File: src/rtl/md_pkg.sv
// Shared encodings, state enum and sizing for the multiply/divide sequencer.
package md_pkg;

   localparam int unsigned MD_WIDTH = 32;
   localparam int unsigned MD_ITER  = 32;
   localparam int unsigned MD_CNT_W = 5;

   localparam logic [1:0] MD_MULT  = 2'b00;
   localparam logic [1:0] MD_MULTU = 2'b01;
   localparam logic [1:0] MD_DIV   = 2'b10;
   localparam logic [1:0] MD_DIVU  = 2'b11;

   typedef enum logic [2:0] {
      ST_IDLE = 3'd0,
      ST_MUL  = 3'd1,
      ST_DIV  = 3'd2,
      ST_FIX  = 3'd3,
      ST_DONE = 3'd4
   } md_state_e;

   // Magnitude of a two's-complement value when the op is signed; raw value otherwise.
   function automatic logic [MD_WIDTH-1:0] md_mag(input logic [MD_WIDTH-1:0] v, input logic sgn);
      return (sgn && v[MD_WIDTH-1]) ? MD_WIDTH'(-v) : v;
   endfunction

endpackage

File: src/rtl/md_seq_ctrl_if.sv
// Execute-stage side bundle of the multiply/divide sequencer.
interface md_seq_ctrl_if;
   import md_pkg::*;

   logic                md_start;
   logic [1:0]          md_op;
   logic [MD_WIDTH-1:0] md_src1;
   logic [MD_WIDTH-1:0] md_src2;
   logic                cancel;
   logic                md_busy;
   logic                md_done;
   logic [MD_WIDTH-1:0] md_hi;
   logic [MD_WIDTH-1:0] md_lo;

   modport master (
      output md_start, md_op, md_src1, md_src2, cancel,
      input  md_busy, md_done, md_hi, md_lo
   );

   modport slave (
      input  md_start, md_op, md_src1, md_src2, cancel,
      output md_busy, md_done, md_hi, md_lo
   );

endinterface

File: src/rtl/md_datapath.sv
// Shared shift register, operand magnitudes, add/sub and result sign fix-up.
module md_datapath
   import md_pkg::*;
(
   input  logic                clk,
   input  logic                resetn,
   input  logic                ld,
   input  logic                ld_mul,
   input  logic                ld_signed,
   input  logic [MD_WIDTH-1:0] src1,
   input  logic [MD_WIDTH-1:0] src2,
   input  logic                step,
   input  logic                is_mul,
   input  logic                neg_main,
   input  logic                neg_rem,
   input  logic                div0,
   output logic [MD_WIDTH-1:0] res_hi,
   output logic [MD_WIDTH-1:0] res_lo
);

   localparam int unsigned W = MD_WIDTH;

   logic [W-1:0]   mag1_q, mag2_q;
   logic [2*W-1:0] acc_q, acc_d, prod_neg;
   logic [W:0]     add_a, add_b, add_s;
   logic [W-1:0]   mag1_d, mag2_d;

   // One adder: add-multiplicand for MUL, trial-subtract divisor for DIV.
   always_comb begin
      add_a = is_mul ? {1'b0, acc_q[2*W-1:W]} : acc_q[2*W-1:W-1];
      add_b = '0;
      if (!is_mul || acc_q[0]) begin
         add_b = is_mul ? {1'b0, mag1_q} : {1'b0, mag2_q};
      end
      add_s = is_mul ? (add_a + add_b) : (add_a - add_b);
      if (is_mul) begin
         acc_d = {add_s, acc_q[W-1:1]};
      end else if (add_s[W]) begin
         acc_d = {acc_q[2*W-2:0], 1'b0};
      end else begin
         acc_d = {add_s[W-1:0], acc_q[W-2:0], 1'b1};
      end
   end

   // Operand capture at start; accumulator starts with multiplier or dividend.
   always_comb begin
      mag1_d = md_mag(src1, ld_signed);
      mag2_d = md_mag(src2, ld_signed);
   end

   // Operand and accumulator registers.
   always_ff @(posedge clk or negedge resetn) begin
      if (!resetn) begin
         mag1_q <= '0;
         mag2_q <= '0;
         acc_q  <= '0;
      end else if (ld) begin
         mag1_q <= mag1_d;
         mag2_q <= mag2_d;
         acc_q  <= {{W{1'b0}}, (ld_mul ? mag2_d : mag1_d)};
      end else if (step) begin
         acc_q  <= acc_d;
      end
   end

   // Sign correction of the finished magnitude result; divide-by-zero bypasses it.
   always_comb begin
      prod_neg = (2*W)'(-acc_q);
      if (div0) begin
         res_hi = mag1_q;
         res_lo = '1;
      end else if (is_mul) begin
         res_hi = neg_main ? prod_neg[2*W-1:W] : acc_q[2*W-1:W];
         res_lo = neg_main ? prod_neg[W-1:0]   : acc_q[W-1:0];
      end else begin
         res_hi = neg_rem  ? W'(-acc_q[2*W-1:W]) : acc_q[2*W-1:W];
         res_lo = neg_main ? W'(-acc_q[W-1:0])   : acc_q[W-1:0];
      end
   end

endmodule

File: src/rtl/md_seq_ctrl.sv
// Multi-cycle MULT/MULTU/DIV/DIVU sequencer: FSM, iteration counter, sign latches, HI/LO.
module md_seq_ctrl
   import md_pkg::*;
(
   input  logic        clk,
   input  logic        resetn,
   md_seq_ctrl_if.slave md
);

   md_state_e             state_q, state_d;
   logic [MD_CNT_W-1:0]   cnt_q;
   logic                  is_mul_q, sign1_q, sign2_q, div0_q;
   logic [MD_WIDTH-1:0]   hi_q, lo_q;
   logic [MD_WIDTH-1:0]   res_hi, res_lo;
   logic                  busy_c, done_c, step_c, load_c;
   logic                  accept_c, div0_c, signed_c, last_c;

   assign accept_c = md.md_start & ~busy_c & ~md.cancel;
   assign div0_c   = md.md_op[1] & (md.md_src2 == '0);
   assign signed_c = ~md.md_op[0];
   assign last_c   = (cnt_q == MD_CNT_W'(MD_ITER - 1));

   // State register.
   always_ff @(posedge clk or negedge resetn) begin
      if (!resetn) state_q <= ST_IDLE;
      else         state_q <= state_d;
   end

   // Next-state logic; cancel overrides everything.
   always_comb begin
      state_d = state_q;
      unique case (state_q)
         ST_IDLE, ST_DONE: begin
            state_d = ST_IDLE;
            if (accept_c) begin
               if (!md.md_op[1]) state_d = ST_MUL;
               else if (div0_c)  state_d = ST_FIX;
               else              state_d = ST_DIV;
            end
         end
         ST_MUL:  if (last_c) state_d = ST_FIX;
         ST_DIV:  if (last_c) state_d = ST_FIX;
         ST_FIX:  state_d = ST_DONE;
         default: state_d = ST_IDLE;
      endcase
      if (md.cancel) state_d = ST_IDLE;
   end

   // State-decoded outputs and datapath controls.
   always_comb begin
      busy_c = 1'b0;
      done_c = 1'b0;
      step_c = 1'b0;
      load_c = 1'b0;
      unique case (state_q)
         ST_MUL, ST_DIV: begin
            busy_c = 1'b1;
            step_c = 1'b1;
         end
         ST_FIX: begin
            busy_c = 1'b1;
            load_c = ~md.cancel;
         end
         ST_DONE: done_c = 1'b1;
         default: ;
      endcase
   end

   // Iteration counter and per-operation mode/sign latches.
   always_ff @(posedge clk or negedge resetn) begin
      if (!resetn) begin
         cnt_q    <= '0;
         is_mul_q <= 1'b0;
         sign1_q  <= 1'b0;
         sign2_q  <= 1'b0;
         div0_q   <= 1'b0;
      end else if (accept_c) begin
         cnt_q    <= '0;
         is_mul_q <= ~md.md_op[1];
         sign1_q  <= signed_c & md.md_src1[MD_WIDTH-1];
         sign2_q  <= signed_c & md.md_src2[MD_WIDTH-1];
         div0_q   <= div0_c;
      end else if (step_c) begin
         cnt_q    <= cnt_q + 1'b1;
      end
   end

   // HI/LO result registers, written only on an uncancelled FIX.
   always_ff @(posedge clk or negedge resetn) begin
      if (!resetn) begin
         hi_q <= '0;
         lo_q <= '0;
      end else if (load_c) begin
         hi_q <= res_hi;
         lo_q <= res_lo;
      end
   end

   md_datapath u_datapath (
      .clk       (clk),
      .resetn    (resetn),
      .ld        (accept_c),
      .ld_mul    (~md.md_op[1]),
      .ld_signed (signed_c & ~div0_c),
      .src1      (md.md_src1),
      .src2      (md.md_src2),
      .step      (step_c),
      .is_mul    (is_mul_q),
      .neg_main  (sign1_q ^ sign2_q),
      .neg_rem   (sign1_q),
      .div0      (div0_q),
      .res_hi    (res_hi),
      .res_lo    (res_lo)
   );

   assign md.md_busy = busy_c;
   assign md.md_done = done_c;
   assign md.md_hi   = hi_q;
   assign md.md_lo   = lo_q;

endmodule

File: src/flat_wrapper.sv
// flat-port wrapper written by rule: the top's interface ports become plain ports
module md_seq_ctrl_flat import md_pkg::*;
  (clk, resetn, md_md_start, md_md_op, md_md_src1, md_md_src2, md_cancel, md_md_busy, md_md_done, md_md_hi, md_md_lo);
  md_seq_ctrl_if md_i ();
  input  logic clk;
  input  logic resetn;
  input wire logic [$bits(md_i.md_start)-1:0] md_md_start;
  input wire logic [$bits(md_i.md_op)-1:0] md_md_op;
  input wire logic [$bits(md_i.md_src1)-1:0] md_md_src1;
  input wire logic [$bits(md_i.md_src2)-1:0] md_md_src2;
  input wire logic [$bits(md_i.cancel)-1:0] md_cancel;
  output wire logic [$bits(md_i.md_busy)-1:0] md_md_busy;
  output wire logic [$bits(md_i.md_done)-1:0] md_md_done;
  output wire logic [$bits(md_i.md_hi)-1:0] md_md_hi;
  output wire logic [$bits(md_i.md_lo)-1:0] md_md_lo;
  assign md_i.md_start = md_md_start;
  assign md_i.md_op = md_md_op;
  assign md_i.md_src1 = md_md_src1;
  assign md_i.md_src2 = md_md_src2;
  assign md_i.cancel = md_cancel;
  assign md_md_busy = md_i.md_busy;
  assign md_md_done = md_i.md_done;
  assign md_md_hi = md_i.md_hi;
  assign md_md_lo = md_i.md_lo;
  md_seq_ctrl u_core (.clk(clk), .resetn(resetn), .md(md_i));
endmodule
File: config.mk
export PLATFORM = sky130hd
export DESIGN_NAME = md_seq_ctrl_flat
export DESIGN_NICKNAME = d
export VERILOG_FILES = /design/src/rtl/md_pkg.sv /design/src/rtl/md_seq_ctrl_if.sv /design/src/rtl/md_datapath.sv /design/src/rtl/md_seq_ctrl.sv /design/src/flat_wrapper.sv
export SDC_FILE = /design/constraint.sdc
export NUM_CORES = 1
export LEC_CHECK = 0
export ABC_AREA = 1
export BUFFER_PORTS_ARGS = -buffer_cell sky130_fd_sc_hd__buf_4
export CORE_MARGIN = 2
export CORE_UTILIZATION = 35
export CTS_CLUSTER_SIZE = 28
export DETAILED_ROUTE_END_ITERATION = 8
export PLACE_DENSITY_LB_ADDON = 0.08
export SYNTH_ARGS = -nofsm -noshare
export SYNTH_HDL_FRONTEND = slang
export SYNTH_SLANG_ARGS = --single-unit
File: constraint.sdc
create_clock -name clk -period 3.9 [get_ports clk]
set_input_delay 0.39 -clock clk [delete_from_list [all_inputs] [get_ports clk]]
set_output_delay 0.39 -clock clk [all_outputs]
set_load 0.01 [all_outputs]
==> flow_metrics.env <==
export IMPL_criticalPathCategory="register to register"
export IMPL_power_mw=27.9
export IMPL_drtAntennaViolNets=0
export IMPL_rsz0062_at_grt="yes"
export IMPL_fin_ws_ns=-0.235
export IMPL_rows=82
export IMPL_leakage_nw=12.1
export IMPL_cp_endpoint="u_core.u_datapath.acc_q[53]$_DFFE_PN0P_"
export IMPL_mostFrequentLayoutCells="946 x nand2_1, 424 x buf_4, 312 x inv_1"
export IMPL_area_growth_pct=32.1
export IMPL_clk_path_buf_depth=3
export IMPL_clk_pin_slew_worst_paths_ns=0.06
export IMPL_h_tree_depth=1
export IMPL_grt_max_degree=76
export IMPL_critical_path_most_common_cell="nand2_1"
export IMPL_drt_iter0_drc=1986
export IMPL_r2r_cells=29
export IMPL_synthArstFlopShare_pct=100
export IMPL_first_global_vias=20300
export IMPL_whs_ns=0.0558
export IMPL_grt_overflow_total=0
export IMPL_hold_viol_final=0
export IMPL_grt_pass1_wl_um=128000
export IMPL_clk_latency_ns=0.59
export IMPL_drv_slew=0
export IMPL_syn_inst=2978
export IMPL_yosys_register_bits=204
export IMPL_core_sq_um=50400
export IMPL_fin_crit_sh_pct=106
export IMPL_wl_per_cell_um=21.4
export IMPL_yosysWarnings=0
export IMPL_fmax_mhz=242
export IMPL_fin_crit_ns=4.14
export IMPL_cpPeakStageDelay_ns=0.58
export IMPL_worstReg2RegEnd="u_core.u_datapath.acc_q[53]$_DFFE_PN0P_"
export IMPL_clock_skew_final_ns=0.0370
export IMPL_dieArea_sq_um=53100
export IMPL_setup_viol_count_final=33
export IMPL_place_area_sq_um=21400
export IMPL_cts_tree="built"
export IMPL_vias=21500
export IMPL_required_ns=4.38
export IMPL_worstPathArrival_ns=4.62
export IMPL_cp_max_fo=8
export IMPL_synth_cell_types=55
export IMPL_cts_buffers=28
export IMPL_setup_tns_ns=-6.89
export IMPL_synth_enable_flop_cells=0
export IMPL_fillers=5345
export IMPL_layout_cells_non_filler=4023
export IMPL_dieWidth_um=230
export IMPL_maxCapViolations=0
export IMPL_outcome="finished with violations"
export IMPL_drtPass1Iterations=6
export IMPL_post_route_util_pct=47.0
export IMPL_ff2ff_setup_slack_ns=-0.24
export IMPL_violations="setup timing"
export IMPL_cts_root_buf="clkbuf_16"
export IMPL_yosys_top_cells_area="dfrtp_1 28%, nand2_1 21%, nand3_1 7.2%"
export IMPL_worst_path_max_delay_cell="dfrtp_4"
export IMPL_antenna_found_initial=2
export IMPL_synth_top_cell_area_share_pct=28.5
export IMPL_holdCritPathClass="input port to register"
export IMPL_post_dp_hpwl_um=69000
export IMPL_design_portCount=136
export IMPL_gp_congestion=1.04
export IMPL_tightestPinTransition_ns=0.968
export IMPL_mostFrequentLayoutCell="nand2_1"
export IMPL_seq_area_sq_um=5110
export IMPL_relSlewSlack_pct=34.8
export IMPL_holdCritStartpoint="md_md_src2[0]"
export IMPL_synth_cell_area_sq_um=17900
export IMPL_detail_route_vias_per_cell=5.35
export IMPL_drc=0
export IMPL_drt_wl_total_um=86200
export IMPL_ys_seq_area_share_pct=28.5
export IMPL_post_place_ws_ns=-0.544
export IMPL_die_h_um=230
export IMPL_num_nets_final=3439
export IMPL_startpoint_type="register"
export IMPL_dp_cells=3933
export IMPL_max_vdd_ir_drop_mv=0.558
export IMPL_avgSynthCellArea_sq_um=6.02
export IMPL_final_layout_size_suffix_gt1_share_pct=20.1
export IMPL_diodes=0
export IMPL_grtUsageTotal_pct=31.7
export IMPL_cp_end_kind="register"
export IMPL_synthFlopType="dfrtp_1"
export IMPL_start_util_pct=35.6
export IMPL_port_buffers=135
export IMPL_reg2reg_from="u_core.is_mul_q$_DFFE_PN0P_"
export IMPL_final_cell_area_sq_um=23700
export IMPL_cts_sinks=204
export IMPL_syn_nets=3088
export IMPL_crit_start="u_core.is_mul_q$_DFFE_PN0P_"
export IMPL_multiInputGateArea_sq_um=11800
export IMPL_p_per_area_nw_per_um2=1180
export IMPL_synth_area_leader_cell="dfrtp_1"
[where the power goes]
group | switching, mW | internal [mW] | total, mW
logic | 12.3 | 8.58 | 20.8
registers | 1.09 | 3.04 | 4.13
clock network | 1.09 | 1.84 | 2.93
total | 14.4 | 13.5 | 27.9
[synthesized netlist by cell type (4+ instances only)]
library cell,n
nand2_1,983
nor2_1,325
inv_1,321
nand3_1,258
o21ai_0,258
dfrtp_1,204
a21oi_1,123
clkbuf_1,88
xor2_1,82
a31oi_1,49
ha_1,39
nand4_1,33
nor3_1,29
o21ai_1,17
buf_1,15
xnor2_1,14
o22ai_1,13
o21bai_1,11
buf_6,10
buf_2,9
nand3b_1,8
buf_4,7
nand2_2,7
nor4_1,7
o31ai_1,7
clkinv_1,6
or2_2,6
nand3_2,4
nor2_2,4
[kinds of logic after synthesis]
family	after synthesis	synth area share, %
xor gates and xnor gates	96	4.69
AOI/OAI and AO/OA	502	15.1
adders and majority gates	40	2.83
muxes	1	0.0558
DFF	204	28.5
and+or+nand+nor	1677	38.6
buffers and inverters	458	10.2
[metal layers]
layer | routed length, um | up-vias | GRT usage, %
met4 | 4210 | 4 | 13.9
met3 | 5310 | 159 | 3.79
met5 | 32 | - | 0
met2 | 39500 | 780 | 51.6
li1 | - | 10300 | -
met1 | 37200 | 10300 | 42.2
[how the worst min path moves through the flow]
stage                                                    to  cells past startpoint
CTS                 u_core.u_datapath.mag2_q[0]$_DFFE_PN0P_                      3
global route        u_core.u_datapath.mag2_q[0]$_DFFE_PN0P_                      3
finish              u_core.u_datapath.mag2_q[0]$_DFFE_PN0P_                      3
global placement    u_core.u_datapath.acc_q[46]$_DFFE_PN0P_                      1
floorplan                       u_core.cnt_q[0]$_DFFE_PN0P_                      0
detailed placement  u_core.u_datapath.acc_q[46]$_DFFE_PN0P_                      1
[registers in the layout, indices dropped and copies added, names as in the netlist]
signal                    cells
u_core.cnt_q                  5
u_core.div0_q                 1
u_core.is_mul_q               1
u_core.md.md_hi              32
u_core.md.md_lo              32
u_core.sign1_q                1
u_core.sign2_q                1
u_core.state_q                3
u_core.u_datapath.acc_q      64
u_core.u_datapath.mag1_q     32
u_core.u_datapath.mag2_q     32
[critical path, delay by kind of cell (launching register included)]
kind / cells / cell delay, ns
AND/OR/NAND/NOR: 16 / 1.37
AO/OA/AOI/OAI: 5 / 0.93
buffers and inverters: 7 / 0.86
flip-flops: 1 / 0.58
adder cells (fa/ha/maj): 1 / 0.31
[layout make-up]
cell class / instances / area share (%)
Timing Repair Buffer: 449 / 15.4
Sequential cell: 204 / 21.6
Clock inverter: 16 / 1.18
Timing Repair inverter: 1 / 0.0264
Inverter: 329 / 5.25
Tap cell: 672 / 3.55
Multi-Input combinational cell: 2316 / 49.9
Clock buffer: 36 / 3.21
[timing repair]
action                                  CTS  global route
endpoints found under the hold margin    33             0
gates resized for setup                  97           115
buffers inserted                         23             7
endpoints found under the setup margin   33            33
pin swaps                                25            29
hold buffers                              1             0
gates cloned                              5             2
Power figures use the tool's default switching activity.
